**src/rtl/lu_pkg.sv**
```systemverilog
// Shared definitions for the bit-serial OR/NOR sequencer: op codes,
// FSM state type and the legal operand-width range.
package lu_pkg;

  localparam int WIDTH_MIN = 2;
  localparam int WIDTH_MAX = 32;

  localparam logic OP_NOR = 1'b0;
  localparam logic OP_OR  = 1'b1;

  typedef enum logic [1:0] {
    IDLE  = 2'd0,
    SHIFT = 2'd1,
    DONE  = 2'd2
  } state_e;

  function automatic bit width_ok(input int w);
    return (w >= WIDTH_MIN) && (w <= WIDTH_MAX);
  endfunction

endpackage

```
**src/rtl/lu_bit_counter.sv**
```systemverilog
// Bit-position counter for the serial sequencer: synchronous clear, enable,
// terminal-count flag at WIDTH-1 and a flag for unreachable values.
module lu_bit_counter
  import lu_pkg::*;
#(
  parameter int WIDTH = 4,
  localparam int CNT_W = $clog2(WIDTH)
) (
  input  logic             clk,
  input  logic             rst,
  input  logic             clr,
  input  logic             en,
  output logic [CNT_W-1:0] cnt,
  output logic             tc,
  output logic             over
);

  localparam logic [CNT_W-1:0] CNT_LAST = CNT_W'(WIDTH - 1);

  logic [CNT_W-1:0] cnt_r;

  // counter register; clear wins over enable
  always_ff @(posedge clk) begin
    if (rst) begin
      cnt_r <= {CNT_W{1'b0}};
    end else if (clr) begin
      cnt_r <= {CNT_W{1'b0}};
    end else if (en) begin
      cnt_r <= cnt_r + CNT_W'(1);
    end else begin
      cnt_r <= cnt_r;
    end
  end

  assign cnt  = cnt_r;
  assign tc   = (cnt_r == CNT_LAST);
  // only possible for non-power-of-two widths, and only after an upset
  assign over = (int'(cnt_r) > (WIDTH - 1));

endmodule

```
**src/rtl/lu_serial_sequencer.sv**
```systemverilog
// Feeds two WIDTH-bit operands LSB-first to an external 1-bit OR/NOR unit and
// reassembles its serial output into a result word, pulsing done when complete.
module lu_serial_sequencer
  import lu_pkg::*;
#(
  parameter int WIDTH = 4
) (
  input  logic             clk,
  input  logic             rst,
  input  logic             start,
  input  logic [WIDTH-1:0] a,
  input  logic [WIDTH-1:0] b,
  input  logic             op,
  output logic             busy,
  output logic             done,
  output logic [WIDTH-1:0] result,
  output logic             lu_a,
  output logic             lu_b,
  output logic             lu_sel,
  input  logic             lu_out
);

  localparam int CNT_W = $clog2(WIDTH);

  if (!width_ok(WIDTH)) begin : g_width_check
    $error("lu_serial_sequencer: WIDTH out of range");
  end

  state_e           state_r, next_state_s;
  logic [WIDTH-1:0] a_sh_r, b_sh_r, res_sh_r, result_r;
  logic             op_r, busy_r, done_r;
  logic             load_s, shift_s, cnt_tc_s, cnt_over_s;
  logic [CNT_W-1:0] cnt_s;

  lu_bit_counter #(.WIDTH(WIDTH)) u_cnt (
    .clk  (clk),
    .rst  (rst),
    .clr  (load_s),
    .en   (shift_s),
    .cnt  (cnt_s),
    .tc   (cnt_tc_s),
    .over (cnt_over_s)
  );

  // next-state and datapath strobes
  always_comb begin
    next_state_s = state_r;
    load_s       = 1'b0;
    shift_s      = 1'b0;
    case (state_r)
      IDLE: begin
        if (start) begin
          next_state_s = SHIFT;
          load_s       = 1'b1;
        end else begin
          next_state_s = IDLE;
        end
      end
      SHIFT: begin
        if (cnt_over_s) begin
          next_state_s = IDLE;
        end else if (cnt_tc_s) begin
          next_state_s = DONE;
          shift_s      = 1'b1;
        end else begin
          next_state_s = SHIFT;
          shift_s      = 1'b1;
        end
      end
      DONE:    next_state_s = IDLE;
      default: next_state_s = IDLE;
    endcase
  end

  // state register and registered status outputs
  always_ff @(posedge clk) begin
    if (rst) begin
      state_r <= IDLE;
      busy_r  <= 1'b0;
      done_r  <= 1'b0;
    end else begin
      state_r <= next_state_s;
      busy_r  <= (next_state_s == SHIFT) || (next_state_s == DONE);
      done_r  <= (next_state_s == DONE);
    end
  end

  // operand capture, serial shifting and result collection
  always_ff @(posedge clk) begin
    if (rst) begin
      a_sh_r   <= {WIDTH{1'b0}};
      b_sh_r   <= {WIDTH{1'b0}};
      res_sh_r <= {WIDTH{1'b0}};
      result_r <= {WIDTH{1'b0}};
      op_r     <= 1'b0;
    end else if (load_s) begin
      a_sh_r   <= a;
      b_sh_r   <= b;
      op_r     <= op;
      res_sh_r <= {WIDTH{1'b0}};
    end else if (shift_s) begin
      a_sh_r   <= {1'b0, a_sh_r[WIDTH-1:1]};
      b_sh_r   <= {1'b0, b_sh_r[WIDTH-1:1]};
      res_sh_r <= {lu_out, res_sh_r[WIDTH-1:1]};
      if (cnt_tc_s) begin
        result_r <= {lu_out, res_sh_r[WIDTH-1:1]};
      end
    end
  end

  assign busy   = busy_r;
  assign done   = done_r;
  assign result = result_r;
  assign lu_a   = a_sh_r[0];
  assign lu_b   = b_sh_r[0];
  assign lu_sel = op_r;

endmodule

```
**config.mk**
```make
export PLATFORM = sky130hd
export DESIGN_NAME = lu_serial_sequencer
export DESIGN_NICKNAME = d
export VERILOG_FILES = /design/src/rtl/lu_pkg.sv /design/src/rtl/lu_bit_counter.sv /design/src/rtl/lu_serial_sequencer.sv
export SDC_FILE = /design/constraint.sdc
export NUM_CORES = 1
export LEC_CHECK = 0
export ABC_AREA = 1
export BUFFER_PORTS_ARGS = -buffer_cell sky130_fd_sc_hd__buf_4
export CAP_MARGIN = 10
export CORE_MARGIN = 2
export CORE_UTILIZATION = 45
export CTS_CLUSTER_SIZE = 8
export DETAILED_ROUTE_END_ITERATION = 7
export PLACE_DENSITY = 0.68
export SETUP_SLACK_MARGIN = 0.3
export SLEW_MARGIN = 20
export SYNTH_ARGS = -nofsm -noshare
export SYNTH_HDL_FRONTEND = slang
export SYNTH_SLANG_ARGS = --single-unit
```
**constraint.sdc**
```tcl
create_clock -name clk -period 3.2 [get_ports clk]
set_input_delay 0.16 -clock clk [delete_from_list [all_inputs] [get_ports clk]]
set_output_delay 0.16 -clock clk [all_outputs]
set_load 0.005 [all_outputs]
```
==> Yosys cells after proc, flatten, opt, wreduce, memory -nomap -nowiden <==
Cells that the tools add are included.
{ "word_totals": {"regBits": 23, "latch_bits": 0, "ram_bits": 0, "mem_bits_ro": 0, "in_bits": 13, "memories": 0} }
{ "classes": {"add_sub_neg": 1, "multipliers": 0, "div": 0, "order_cmp": 0, "n_eq_ne": 4, "n_shift": 0, "mux": 10, "bitwise_logic": 1, "n_reduce_logical": 5} }
{ "ops": {"columns": ["operator", "count"], "rows": [
  ["2-to-1 mux 4 bit", 4],
  ["equality test 2 x 1 -> 1 bit, second input constant", 2],
  ["equality test 2 bit, second input constant", 2],
  ["2-to-1 mux 1 bit", 4],
  ["case mux 2 bit (2 select lines)", 1],
  ["AND reduction 3 bit", 1],
  ["adder 2 x 1 -> 2 bit, second input constant", 1],
  ["zero test 2 bit", 1],
  ["2-to-1 mux 2 bit", 1],
  ["nonzero test 2 bit", 1],
  ["OR reduction 2 bit", 1],
  ["logical OR 1 bit", 1],
  ["NOT 1 bit", 1]
]} }

==> Longest topological paths before layout <==
{ "depth": {"ltp_word": 5, "mapped_depth": 8, "ltp_nobuf": 7} }

==> Cells and area by module <==
From an unflattened synthesis, not the netlist that was laid out.
{ "unflattened": {"cells_unflattened": 129, "hier_area_um2": 970.9} }
{ "modules_own_cells": {"columns": ["mod", "instances", "cells_per_inst", "area_each_um2"], "rows": [
  ["lu_serial_sequencer", 1, 114, 864.6],
  ["lu_bit_counter", 1, 15, 106.4]
]} }

==> Least setup slack after synthesis <==
Ideal clock, no wire load.
{ "synth_timing": {"path_kind": "flip-flop to flip-flop", "from": "register state_r[0]", "to": "register busy_r (netlist: busy)", "setup_ps": 117, "arrival_ps": 1091, "slack_ps": 1992, "path_stages_with_launch": 8, "cell_sequence": "dfxtp_1 > buf_4 > nand2_8 > nand2_4 > buf_6 > nand2_1 > ha_1 > nor2_1"} }
{ "synth_between": {"elab_chain_len": 4} }
{ "synth_rtl": {"columns": ["item", "line_no", "source"], "rows": [
  ["start: declaration", "lu_serial_sequencer.sv:29", "state_e state_r, next_state_s;"],
  ["start signal: assignment", "lu_serial_sequencer.sv:82", "state_r <= next_state_s;"],
  ["equality test 2 x 1 -> 1 bit / zero test 2 bit (equally long branches)", "lu_serial_sequencer.sv:50", "case (state_r)"],
  ["case mux 2 bit (2 select lines) *", "lu_serial_sequencer.sv:50", null],
  ["equality test 2 x 1 -> 1 bit / equality test 2 bit (equally long branches)", "lu_serial_sequencer.sv:83", "busy_r <= (next_state_s == SHIFT) || (next_state_s == DONE);"],
  ["logical OR 1 bit *", "lu_serial_sequencer.sv:83", null],
  ["end signal: assignment", "lu_serial_sequencer.sv:83", null],
  ["end: declaration", "lu_serial_sequencer.sv:31", "logic op_r, busy_r, done_r;"]
]} }
Every way passes the cells marked *; elsewhere a longest branch is shown, timed or not.
A chain may end at the register's enable or synchronous reset.

==> Worst setup path in the final report <==
Same ends and word-level chain as after synthesis.

==> out/metrics.yaml <==
status:
  run_status: "finished clean"
cts:
  cts_resized: 0
  clk_latency_ns: 0.30
  cts_buffers: 3
  clock-sinks: 22
  cts-htree-levels: 1
  path_clk_slew_ns: 0.12
  cts_root_buf: "clkbuf_4"
  tritoncts: "built"
  ctsHoldBuffers: 0
  postCtsSetupBuffers: 0
  cts_max_path_buffers: 2
worst_setup_path:
  crit_path_end_kind: "flip-flop"
  worstSetupPathType: "flip-flop to flip-flop"
  cp_top_family: "flip-flops"
  crit_slowest_cell: "dfxtp_1"
  startpoint_type: "flip-flop"
  cp.required_ns: 3.45
  arrival_ns: 1.72
  max_stage_delay_ns: 0.66
  path_max_fanout: 13
  cp_cell_sequence: "nand2_8, nand2_4, nand2_1, ha_1, nor2_1"
  path_buf_inv: 0
logic_synthesis:
  syn_nets: 140
  syn_inst: 125
  synth_top_area_share_pct: 45.5
  synth_area_leaders: "dfxtp_1 45%, nand2_1 9.7%, a21oi_1 8.3%"
  synth_top_cell_by_area: "dfxtp_1"
  ys_seq_area_share_pct: 45.5
  synth.avg_cell_area_um2: 7.75
  yosysWarnings: 0
  yosys_register_bits: 22
  synth_area_um2: 968
  synthDistinctLibCells: 20
sta:
  rsz0062_at_grt: "false"
  clock_skew_ns: 0.00514
  slew_viol_final: 0
  final_hold_viol_count: 0
  timing.final.crit_period_ns: 1.48
  fmax_ghz: 0.678
  tns_ns: 0
  worst_pin_slew_ns: 0.504
  final.period_utilization_pct: 46.1
  slew_headroom_pct: 66.3
  finalSetupViolations: 0
global_route:
  grt_max_degree: 15
  antenna_found_initial: 0
  grt_pass1_vias: 753
  globalRouteOverflowTotal: 0
  grt_pass1_wl_um: 3040
  gr-usage-all-layers_pct: 15.4
drt:
  drc: 0
  routed-wl-met2_um: 814
  dr.max_layer_used: "met3"
  viasPerCell: 4.91
  wl_met3_um: 105
  met1_length_um: 821
  num_vias: 845
  drtAntennaViolNets: 0
  wl_per_cell_um: 10.1
  first_iter_violations: 15
  wirelength_um: 1740
  dr.pass1.iters: 4
floorplan:
  core_area_um2: 2000
  start_util_pct: 48.4
  io_pins: 22
  die_h_um: 50.4
  dieArea_um2: 2540
  die_w_um: 50.4
  rows: 16
final_layout:
  nNetsFinal: 161
  stdcell_area_um2: 1160
  diodes: 0
  syn_to_final_growth_pct: 19.4
  drive_gt1_share_pct: 22.8
power_and_ir_drop:
  vdd_drop_max_v: 0.000243
  powerDensity_nw_per_um2: 444
  leakagePower_nw: 0.517
placement:
  gp_congestion: 0.780
  dp_hpwl_um: 1280
  place_area_um2: 1120
  io_buffer_count: 21
flow_run:
  drv_cap: 0
worst_hold_path:
  hold_path.class: "input pin to flip-flop"
-- cell usage after synthesis --
master	number
buf_2	2
buf_6	2
ha_1	2
a21oi_1	16
xor2_1	1
nor2_2	1
inv_4	1
inv_1	10
buf_4	1
o21ai_0	1
nand2_1	25
nand2_4	2
nand2_8	1
nor2_1	18
nand3_1	12
o21ai_2	1
nor2_4	1
o21ai_1	5
nand3_2	1
dfxtp_1	22
-- layout by cell type (no fill, tap or decap), drive strengths merged --
| cell type | Yosys | routed |
|---|---|---|
| nand2 | 28 | 28 |
| dfxtp | 22 | 22 |
| buf | 5 | 21 |
| nor2 | 20 | 20 |
| a21oi | 16 | 16 |
| nand3 | 13 | 13 |
| inv | 11 | 11 |
| o21ai | 7 | 7 |
| clkbuf | 0 | 4 |
| ha | 2 | 2 |
| xor2 | 1 | 1 |
-- state kept, by name, indices dropped and copies added, names as in the netlist, 2 cells and up --
| register | count |
|---|---|
| a_sh_r | 4 |
| b_sh_r | 4 |
| res_sh_r | 3 |
| result | 4 |
| state_r | 2 |
| u_cnt.cnt | 2 |
-- through the flow --
stage | instances | worst slack (ns) | power, mW | hold WS [ns] | util, %
after floorplan | 125 | 1.99 | 0.349 | 0.303 | -
after global placement | 168 | 1.81 | 0.369 | 0.407 | 55.9
after detailed placement | 168 | 1.75 | 0.371 | 0.408 | 55.9
after CTS | 172 | 1.72 | 0.519 | 0.0738 | 57.8
after global routing | 172 | 1.63 | 0.540 | 0.0791 | 57.8
final | 172 | 1.72 | 0.513 | 0.0810 | 57.8
-- report_power, final --
part           internal [mW]  leakage, nW  switching (mW)
combinational         0.0319        0.316          0.0362
sequential             0.286        0.180         0.00967
clock                 0.0693       0.0210          0.0796
total                  0.387        0.517           0.125
-- worst paths after layout --
check | from | to | slack [ns] | cells past startpoint
worst min register to register | result[2]$_SDFFE_PP0P_ | result[2]$_SDFFE_PP0P_ | 0.48 | 2
worst max register to register | state_r[0]$_SDFF_PP0_ | busy$_SDFF_PP0_ | 1.72 | 5
worst min-delay path | rst | done$_SDFF_PP0_ | 0.08 | 2
worst max-delay path | state_r[0]$_SDFF_PP0_ | busy$_SDFF_PP0_ | 1.72 | 5
-- routing by layer --
metal	global-route usage, %	vias to the layer above
met1	20.5	377
met5	0	-
li1	-	442
met3	2.98	0
met4	5.41	0
met2	24.8	26
-- cell families (layout without fill, tap and decap cells) --
group	count (synthesis)	after routing	synth area share, %
adders and majority gates	2	2	2.58
AOI/OAI and AO/OA	23	23	12.3
buffers and inverters	16	36	8.66
xor gates and xnor gates	1	1	0.905
DFF	22	22	45.5
and+or+nand+nor	61	61	30.1
-- cell type report --
type                            instances  area [um^2]
Tap cell                               27         33.8
Timing Repair Buffer                   21          158
Sequential cell                        22          440
Inverter                               11         43.8
Clock buffer                            4         36.3
Fill cell                             209          846
Multi-Input combinational cell         87          444
(Power assumes the default switching activity.)
